--- src/rtl/hfrv_trace_pkg.sv ---
// Shared types for the HF-RISCV data-bus tracer.
//  trace_rec_t : one captured bus transaction, packed MSB-first as
//                {ts, addr, data, be, is_write}; this is the trc_data layout.
//  TRC_TSW     : timestamp width the record type is built for.
//  TRACE_W     : packed record width.
package hfrv_trace_pkg;

    localparam int TRC_TSW = 32;
    localparam int TRACE_W = TRC_TSW + 69;

    typedef struct packed {
        logic [TRC_TSW-1:0] ts;
        logic [31:0]        addr;
        logic [31:0]        data;
        logic [3:0]         be;
        logic               is_write;
    } trace_rec_t;

    // Any asserted byte enable marks a write; all-zero marks a read.
    function automatic logic be_is_write(input logic [3:0] be);
        return |be;
    endfunction

endpackage

--- src/rtl/hfrv_trace_fifo.sv ---
// Synchronous flop-based FIFO for trace records.
//  clk, rst : clock, async active-high reset (pointers and level only)
//  push/din : write request and data; ignored when full unless popping
//  pop      : read request; ignored when empty
//  dout     : head entry (valid whenever level != 0)
//  level    : occupancy 0..DEPTH
module hfrv_trace_fifo #(
    parameter int DEPTH = 16,
    parameter int W     = 8
) (
    input  logic                     clk,
    input  logic                     rst,
    input  logic                     push,
    input  logic                     pop,
    input  logic [W-1:0]             din,
    output logic [W-1:0]             dout,
    output logic [$clog2(DEPTH):0]   level
);

    localparam int AW = $clog2(DEPTH);
    localparam int LW = AW + 1;

    logic [W-1:0]  mem [DEPTH];
    logic [AW-1:0] wptr, rptr;
    logic          full, empty, push_ok, pop_ok;

    assign full    = (level == LW'(DEPTH));
    assign empty   = (level == '0);
    assign pop_ok  = pop & ~empty;
    // A push into a full FIFO still lands when the head leaves on the same edge.
    assign push_ok = push & (~full | pop_ok);
    assign dout    = mem[rptr];

    always_ff @(posedge clk or posedge rst) begin
        if (rst) begin
            wptr  <= '0;
            rptr  <= '0;
            level <= '0;
        end else begin
            if (push_ok) wptr <= wptr + 1'b1;
            if (pop_ok)  rptr <= rptr + 1'b1;
            case ({push_ok, pop_ok})
                2'b10:   level <= level + 1'b1;
                2'b01:   level <= level - 1'b1;
                default: level <= level;
            endcase
        end
    end

    always_ff @(posedge clk) begin
        if (push_ok) mem[wptr] <= din;
    end

endmodule

--- src/rtl/hfrv_bus_tracer.sv ---
// Data-bus capture stage for the HF-RISCV core.
//  Samples each accepted bus access into a one-entry capture stage (S1),
//  completes it (writes next edge, reads on the first unstalled edge with
//  bus_rdata), stamps it with a free-running cycle count and queues it for
//  the monitor over a valid/ready stream.
//  clk, rst                      : clock, async active-high reset
//  bus_access/stall/addr/be/wdata/rdata : core data-bus observation
//  clear                         : sync clear of drop_count / overflow
//  trc_valid/ready/data          : record stream {ts, addr, data, be, is_write}
//  trc_level                     : FIFO occupancy
//  drop_count, overflow          : records lost to a full FIFO
module hfrv_bus_tracer
    import hfrv_trace_pkg::*;
#(
    parameter int DEPTH = 16,
    parameter int TSW   = 32,
    parameter int DCW   = 16
) (
    input  logic                     clk,
    input  logic                     rst,
    input  logic                     bus_access,
    input  logic                     bus_stall,
    input  logic [31:0]              bus_addr,
    input  logic [3:0]               bus_be,
    input  logic [31:0]              bus_wdata,
    input  logic [31:0]              bus_rdata,
    input  logic                     clear,
    input  logic                     trc_ready,
    output logic                     trc_valid,
    output logic [TSW+68:0]          trc_data,
    output logic [$clog2(DEPTH):0]   trc_level,
    output logic [DCW-1:0]           drop_count,
    output logic                     overflow
);

    localparam int LW = $clog2(DEPTH) + 1;
    localparam int RW = TSW + 69;

    logic [TSW-1:0] cyc;

    // Capture stage S1
    logic           s1_vld, s1_wr;
    logic [TSW-1:0] s1_ts;
    logic [31:0]    s1_addr, s1_data;
    logic [3:0]     s1_be;

    logic           accept, push, pop, full, drop;
    logic [RW-1:0]  push_rec;

    assign accept = bus_access & ~bus_stall;
    // Writes already carry their data; reads wait for the first unstalled edge.
    assign push   = s1_vld & (s1_wr | ~bus_stall);
    assign push_rec = {s1_ts, s1_addr, (s1_wr ? s1_data : bus_rdata), s1_be, s1_wr};

    assign pop  = trc_valid & trc_ready;
    assign full = (trc_level == LW'(DEPTH));
    assign drop = push & full & ~pop;

    assign trc_valid = (trc_level != '0);

    always_ff @(posedge clk or posedge rst) begin
        if (rst) cyc <= '0;
        else     cyc <= cyc + 1'b1;
    end

    // Reload takes priority over retire so back-to-back accesses sustain one per cycle.
    always_ff @(posedge clk or posedge rst) begin
        if (rst) begin
            s1_vld  <= 1'b0;
            s1_wr   <= 1'b0;
            s1_ts   <= '0;
            s1_addr <= '0;
            s1_data <= '0;
            s1_be   <= '0;
        end else if (accept) begin
            s1_vld  <= 1'b1;
            s1_wr   <= be_is_write(bus_be);
            s1_ts   <= cyc;
            s1_addr <= bus_addr;
            s1_be   <= bus_be;
            if (be_is_write(bus_be)) s1_data <= bus_wdata;
        end else if (push) begin
            s1_vld  <= 1'b0;
        end
    end

    always_ff @(posedge clk or posedge rst) begin
        if (rst) begin
            drop_count <= '0;
            overflow   <= 1'b0;
        end else if (clear) begin
            drop_count <= '0;
            overflow   <= 1'b0;
        end else if (drop) begin
            overflow <= 1'b1;
            if (drop_count != '1) drop_count <= drop_count + 1'b1;
        end
    end

    hfrv_trace_fifo #(
        .DEPTH (DEPTH),
        .W     (RW)
    ) u_fifo (
        .clk   (clk),
        .rst   (rst),
        .push  (push),
        .pop   (pop),
        .din   (push_rec),
        .dout  (trc_data),
        .level (trc_level)
    );

endmodule

--- config.mk ---
export PLATFORM = sky130hd
export DESIGN_NAME = hfrv_bus_tracer
export DESIGN_NICKNAME = d
export VERILOG_FILES = /design/src/rtl/hfrv_trace_pkg.sv /design/src/rtl/hfrv_trace_fifo.sv /design/src/rtl/hfrv_bus_tracer.sv
export SDC_FILE = /design/constraint.sdc
export NUM_CORES = 1
export LEC_CHECK = 0
export CAP_MARGIN = 40
export CORE_MARGIN = 1
export CORE_UTILIZATION = 45
export DETAILED_ROUTE_END_ITERATION = 12
export HOLD_SLACK_MARGIN = 0.02
export PLACE_DENSITY = 0.61
export SETUP_SLACK_MARGIN = 0.4
export SLEW_MARGIN = 10
export SYNTH_ARGS = -nofsm -noshare
export SYNTH_HDL_FRONTEND = slang
export SYNTH_SLANG_ARGS = --single-unit
--- constraint.sdc ---
create_clock -name clk -period 27.9 [get_ports clk]
set_input_delay 2.79 -clock clk [delete_from_list [all_inputs] [get_ports clk]]
set_output_delay 2.79 -clock clk [all_outputs]
set_load 0.05 [all_outputs]
==> out/metrics.yaml, run 1 <==
status:
  outcome: "completed"
critical_path:
  reg2reg_depth: 8
  path_class: "register to primary output"
  required_ns: 25.11
  crit_fanout: 158
  worstPathArrival_ns: 5.81
  endpoint_kind: "primary output"
  cp-start-kind: "register"
cells_and_area:
  area_growth_pct: 17.1
  utilization_pct: 53.3
  nNetsFinal: 3415
  antenna-diode-count: 0
  layout-drive-gt1-share_pct: 27.7
pwr:
  finalPower_mw: 8.09
  power_frac_comb_pct: 30.4
  p_seq_share_pct: 39.7
  ir_drop_v: 0.0000869
  p_clk_share_pct: 29.9
  p_int_mw: 5.57
  p_leak_nw: 25.7
  p_sw_share_pct: 31.2
  power.density_mw_per_mm2: 102
  switchingPower_mw: 2.52
synth:
  synth_cell_types: 42
  synthArstFlopShare_pct: 9.21
  synth_ff_type: "edfxtp_1"
  synth_seq_cells: 1780
  syn_inst: 2940
  ys_seq_area_share_pct: 77.8
  synth.top_cells.by_count: "edfxtp_1 (1616), mux4_2 (505), nand2_1 (229)"
  synth_top_area_cell: "edfxtp_1"
  synth_warnings: 0
  synth_fp_nets: 3055
  yosysTopAreaCellShare_pct: 71.7
  synth_edf_count: 1616
  avgSynthCellArea_um2: 23.0
  synth.area.top_cells: "edfxtp_1 (72%), mux4_2 (17%), dfrtp_1 (6.1%)"
  syn-cell-area_mm2: 0.0676
  synth_most_common_cell: "edfxtp_1"
routing:
  drc_errors: 0
  wl_per_cell_um: 28.8
  drtIter0Drc: 3071
  routed_wl_mm: 157
  via_count: 31400
  firstDrtPassIters: 5
  antenna_left: 0
  vias_per_cell: 5.76
die:
  die_area_mm2: 0.152
  io_pins: 230
  core_area_mm2: 0.149
  die_width_um: 390
  start_util_pct: 45.5
  rows: 141
  fp.dieH_um: 390
cts:
  cts_tree: "yes"
  ctsHtreeMaxLevel: 4
  cts_buffers: 182
  clk_pin_slew_ns: 0.06
  hold_buffers: 0
  cts.root.buffer_cell: "clkbuf_16"
  cts_resized: 0
  cts_setup_buffers: 0
  clockBufferDepth: 3
  clk_latency_ns: 0.80
  cts_sinks: 1780
global_route:
  grt.overflow.total: 0
  gr-usage-all-layers_pct: 21.0
  first_global_vias: 33800
  grt_max_degree: 159
  grt_antenna_before_repair: 2
  grt_pass1_wl_mm: 230
timing:
  finalSetupViolCount: 0
  finalCritPeriodShare_pct: 30.8
  finalHoldViolCount: 0
  rsz0062_at_grt: "false"
  worst_pin_slew_ns: 1.05
  maxSlewViolCount: 0
  whs_ns: 0.478
  relSlewSlack_pct: 30.1
  layout_min_cycle_time_ns: 8.60
  fin_setup_tns_ns: 0
  fmax_ghz: 0.116
  finClkSkew_ns: 0.0289
  layout_setup_ws_ns: 19.30
place:
  portBuffers: 229
  hpwl_mm: 84.1
  place_ws_ns: 20.13
  place_congestion: 0.757
job:
  max-cap-violations: 0
hold_path:
  hold_depth: 1
  min_path_type: "register to register"
==> per-layer routing <==
layer  up-vias  global-route usage (%)  wire length (µm)
met5         -                       0                 0
met4         0                    5.20              2910
met3       204                    4.13              9710
met2      1036                    34.9             78800
met1     17200                    28.8             65700
li1      13000                       -                 -
==> flip-flops by register name, summed over array words and instances, names as in the netlist <==
signal and count:
cyc 32, drop_count 16, overflow 1, s1_addr 32, s1_be 4, s1_data 32
s1_ts 32, s1_vld 1, s1_wr 1, u_fifo.level 5, u_fifo.mem 1616, u_fifo.rptr 4
u_fifo.wptr 4
==> worst max-delay path, cell delays in order (launching register included) <==
cell and delay, ns:
dfrtp_4 0.52, buf_16 0.30, buf_12 0.79, buf_4 0.78, buf_4 0.39, buf_16 0.30, mux4_2 0.36, mux4_2 0.56
clkdlybuf4s50_1 0.73
==> cell usage in the layout, fill, tap and decap left out, types with 11 or more instances in the layout <==
master	n
and3_1	12
clkbuf_8	15
buf_16	21
xor2_1	16
buf_4	63
clkbuf_1	46
clkinv_1	35
nand3_1	19
nor2_1	22
mux4_2	505
xnor2_1	32
clkdlybuf4s50_1	229
bufinv_16	16
clkbuf_16	188
dfrtp_1	159
nor2_4	13
nand4_1	11
edfxtp_1	1616
clkinv_2	29
mux2_2	66
nand2_1	229
==> final cells by class <==
cell class	count	area, µm²
Fill cell	11200	69300
Sequential cell	1780	52600
Multi-Input combinational cell	1005	14500
Clock buffer	249	5080
Timing Repair Buffer	323	3540
Tap cell	2002	2500
Clock inverter	95	902
Inverter	8	37.5
==> power by group through the flow <==
stage	registers (mW)	logic [mW]	clock network, mW
after floorplan	3.23	1.74	0
after global placement	3.28	2.41	0
after detailed placement	3.26	2.51	0
after CTS	3.21	2.51	2.47
after global routing	3.22	2.59	2.57
final	3.21	2.46	2.42
==> stage by stage <==
stage | area (µm²) | std cells
after global routing | 79200 | 5462
after detailed placement | 73200 | 5116
after floorplan | 67600 | 2940
final | 79200 | 5462
after CTS | 79200 | 5460
after global placement | 72500 | 5089
==> cell families after synthesis <==
| kind of cell | after synthesis | share of synthesized area, % |
|---|---|---|
| flops | 1780 | 77.8 |
| mux | 572 | 17.9 |
| simple gates | 344 | 2.23 |
| buf+inv | 155 | 0.965 |
| xor+xnor | 48 | 0.621 |
| compound gates | 32 | 0.287 |
| fa+ha+maj | 9 | 0.166 |
==> final timing paths <==
check / from / endpoint / slack (ns)
max in group asynchronous: rst / s1_addr[1] / 24.18
min reg2reg: cyc[31] / cyc[31] / 0.48
max reg2reg: s1_wr / u_fifo.mem[15][78] / 24.42
min: cyc[31] / cyc[31] / 0.48
min in group asynchronous: rst / drop_count[4] / 2.50
max: u_fifo.rptr[1] / trc_data[0] / 19.30
Power figures use the tool's default switching activity.
==> run 2, diff against run 1 <==
==> constraint.sdc (replaced) <==
create_clock -name clk -period 8 [get_ports clk]
set_input_delay 0.8 -clock clk [delete_from_list [all_inputs] [get_ports clk]]
set_output_delay 0.8 -clock clk [all_outputs]
set_load 0.05 [all_outputs]
==> out/metrics.yaml, run 2 (synthesized netlist as in run 1, its figures left out) <==
status:
  outcome: "completed"
critical_path:
  worstPathArrival_ns: 4.70
  path_cells: "buf_4, buf_4, mux4_2, mux4_2, clkdlybuf4s50_1"
  worstSetupStartpoint: "u_fifo.rptr[0]"
  slowest_stage: "dfrtp_4"
  cp-start-kind: "register"
  r2r_start: "s1_wr"
  cp_top_family: "buffers and inverters"
  path_class: "register to primary output"
  reg2reg_depth: 8
  endpoint_kind: "primary output"
  cp-endpoint: "trc_data[81]"
  reg2reg_to: "u_fifo.mem[11][76]"
  critPathMaxStageDelay_ns: 0.77
  path_depth: 5
  required_ns: 7.20
  rrSetupSlack_ns: 4.15
  critPathBufInv: 3
  crit_fanout: 34
timing:
  fin_setup_tns_ns: 0
  finalHoldViolCount: 0
  relSlewSlack_pct: 21.1
  worst_pin_slew_ns: 1.18
  finClkSkew_ns: 0.0322
  layout_setup_ws_ns: 2.50
  finalCritPeriodShare_pct: 68.8
  maxSlewViolCount: 0
  fmax_ghz: 0.182
  finalSetupViolCount: 0
  rsz0062_at_grt: "false"
  layout_min_cycle_time_ns: 5.50
cells_and_area:
  final_cells: 5431
  layout-drive-gt1-share_pct: 27.1
  layout_common_cells: "edfxtp_1 (1616), mux4_2 (505), nand2_1 (229), clkdlybuf4s50_1 (229), clkbuf_16 (188)"
  top_register: "u_fifo.mem"
  utilization_pct: 53.1
  area_growth_pct: 16.6
  final_area_mm2: 0.0789
  layout_commonest_cell: "edfxtp_1"
  nNetsFinal: 3385
  largest_reg_flops: 1616
routing:
  wl_per_cell_um: 28.1
  firstDrtPassIters: 7
  via_count: 31000
  antenna_left: 0
  drc_errors: 0
  routed_wl_mm: 153
  vias_per_cell: 5.71
  drtIter0Drc: 2442
die:
  io_pins: 230
  rows: 141
  die_area_mm2: 0.152
  fp.dieH_um: 390
  core_area_mm2: 0.149
  start_util_pct: 45.5
  die_width_um: 390
cts:
  clk_pin_slew_ns: 0.06
  clockBufferDepth: 3
  hold_buffers: 0
  cts_resized: 0
  cts_buffers: 181
  ctsHtreeMaxLevel: 4
  cts_setup_buffers: 0
  cts_tree: "yes"
  cts_sinks: 1780
  clk_latency_ns: 0.82
  cts.root.buffer_cell: "clkbuf_16"
pwr:
  p_leak_nw: 25.5
  ir_drop_v: 0.000259
  power.density_mw_per_mm2: 356
global_route:
  gr-usage-all-layers_pct: 20.4
  first_global_vias: 33200
  grt.overflow.total: 0
  grt_pass1_wl_mm: 223
  grt_antenna_before_repair: 3
  grt_max_degree: 176
place:
  place_inst: 5088
  hpwl_mm: 76.2
  place_ws_ns: 3.22
  portBuffers: 229
  placed_area_mm2: 0.0728
  place_congestion: 0.730
hold_path:
  min_path_type: "input pin to asynchronous set/reset pin"
job:
  max-cap-violations: 0
## run 2: how the worst min path moves through the flow
stage | cells after the start | end | slack (ns)
2_1_floorplan | 1 | cyc[31] | 0.45
4_1_cts | 2 | s1_ts[21] | 0.40
5_1_grt | 2 | s1_ts[21] | 0.43
3_3_place_gp | 1 | cyc[31] | 0.46
3_5_place_dp | 1 | cyc[31] | 0.47
6_report | 2 | s1_ts[21] | 0.42
## run 2: routing by layer
| metal | global-route usage [%] | share of wire, % | vias up |
|---|---|---|---|
| met1 | 27.6 | 42 | 16900 |
| met5 | 0 | 0 | - |
| met2 | 34.4 | 51 | 933 |
| li1 | - | - | 12900 |
| met3 | 3.77 | 5.6 | 190 |
| met4 | 5.17 | 1.9 | 0 |
## run 2: worst reg2reg max path, stage by stage (launching register included)
cell and delay, ns:
dfrtp_2 0.34, buf_4 0.54, nand2b_1 0.31, nand2_1 0.14, a21oi_1 0.23, buf_4 0.24, nand2_1 0.30, nor2_4 0.75
buf_12 0.50
## run 2: cell type report
class                   instances  area (µm²)
clock buffers                 249        5040
flip-flops and latches       1780       52600
repair buffers                294        3110
diodes                          2        5.00
inverters                       8        37.5
multi-input cells            1005       14500
clock inverters                91         992
well taps                    2002        2500
fillers                     11300       69700
## run 2: report_power, final
group	internal [mW]	switching [mW]
clock network	5.03	3.46
registers	10.8	0.428
logic	3.55	4.82
total	19.4	8.70
## run 2: per-stage QoR
| stage | power (mW) | hold WS (ns) |
|---|---|---|
| 3_3_place_gp | 19.9 | 0.464 |
| 5_1_grt | 29.1 | 0.427 |
| 4_1_cts | 28.5 | 0.397 |
| 2_1_floorplan | 17.3 | 0.445 |
| 6_report | 28.1 | 0.425 |
| 3_5_place_dp | 20.0 | 0.467 |
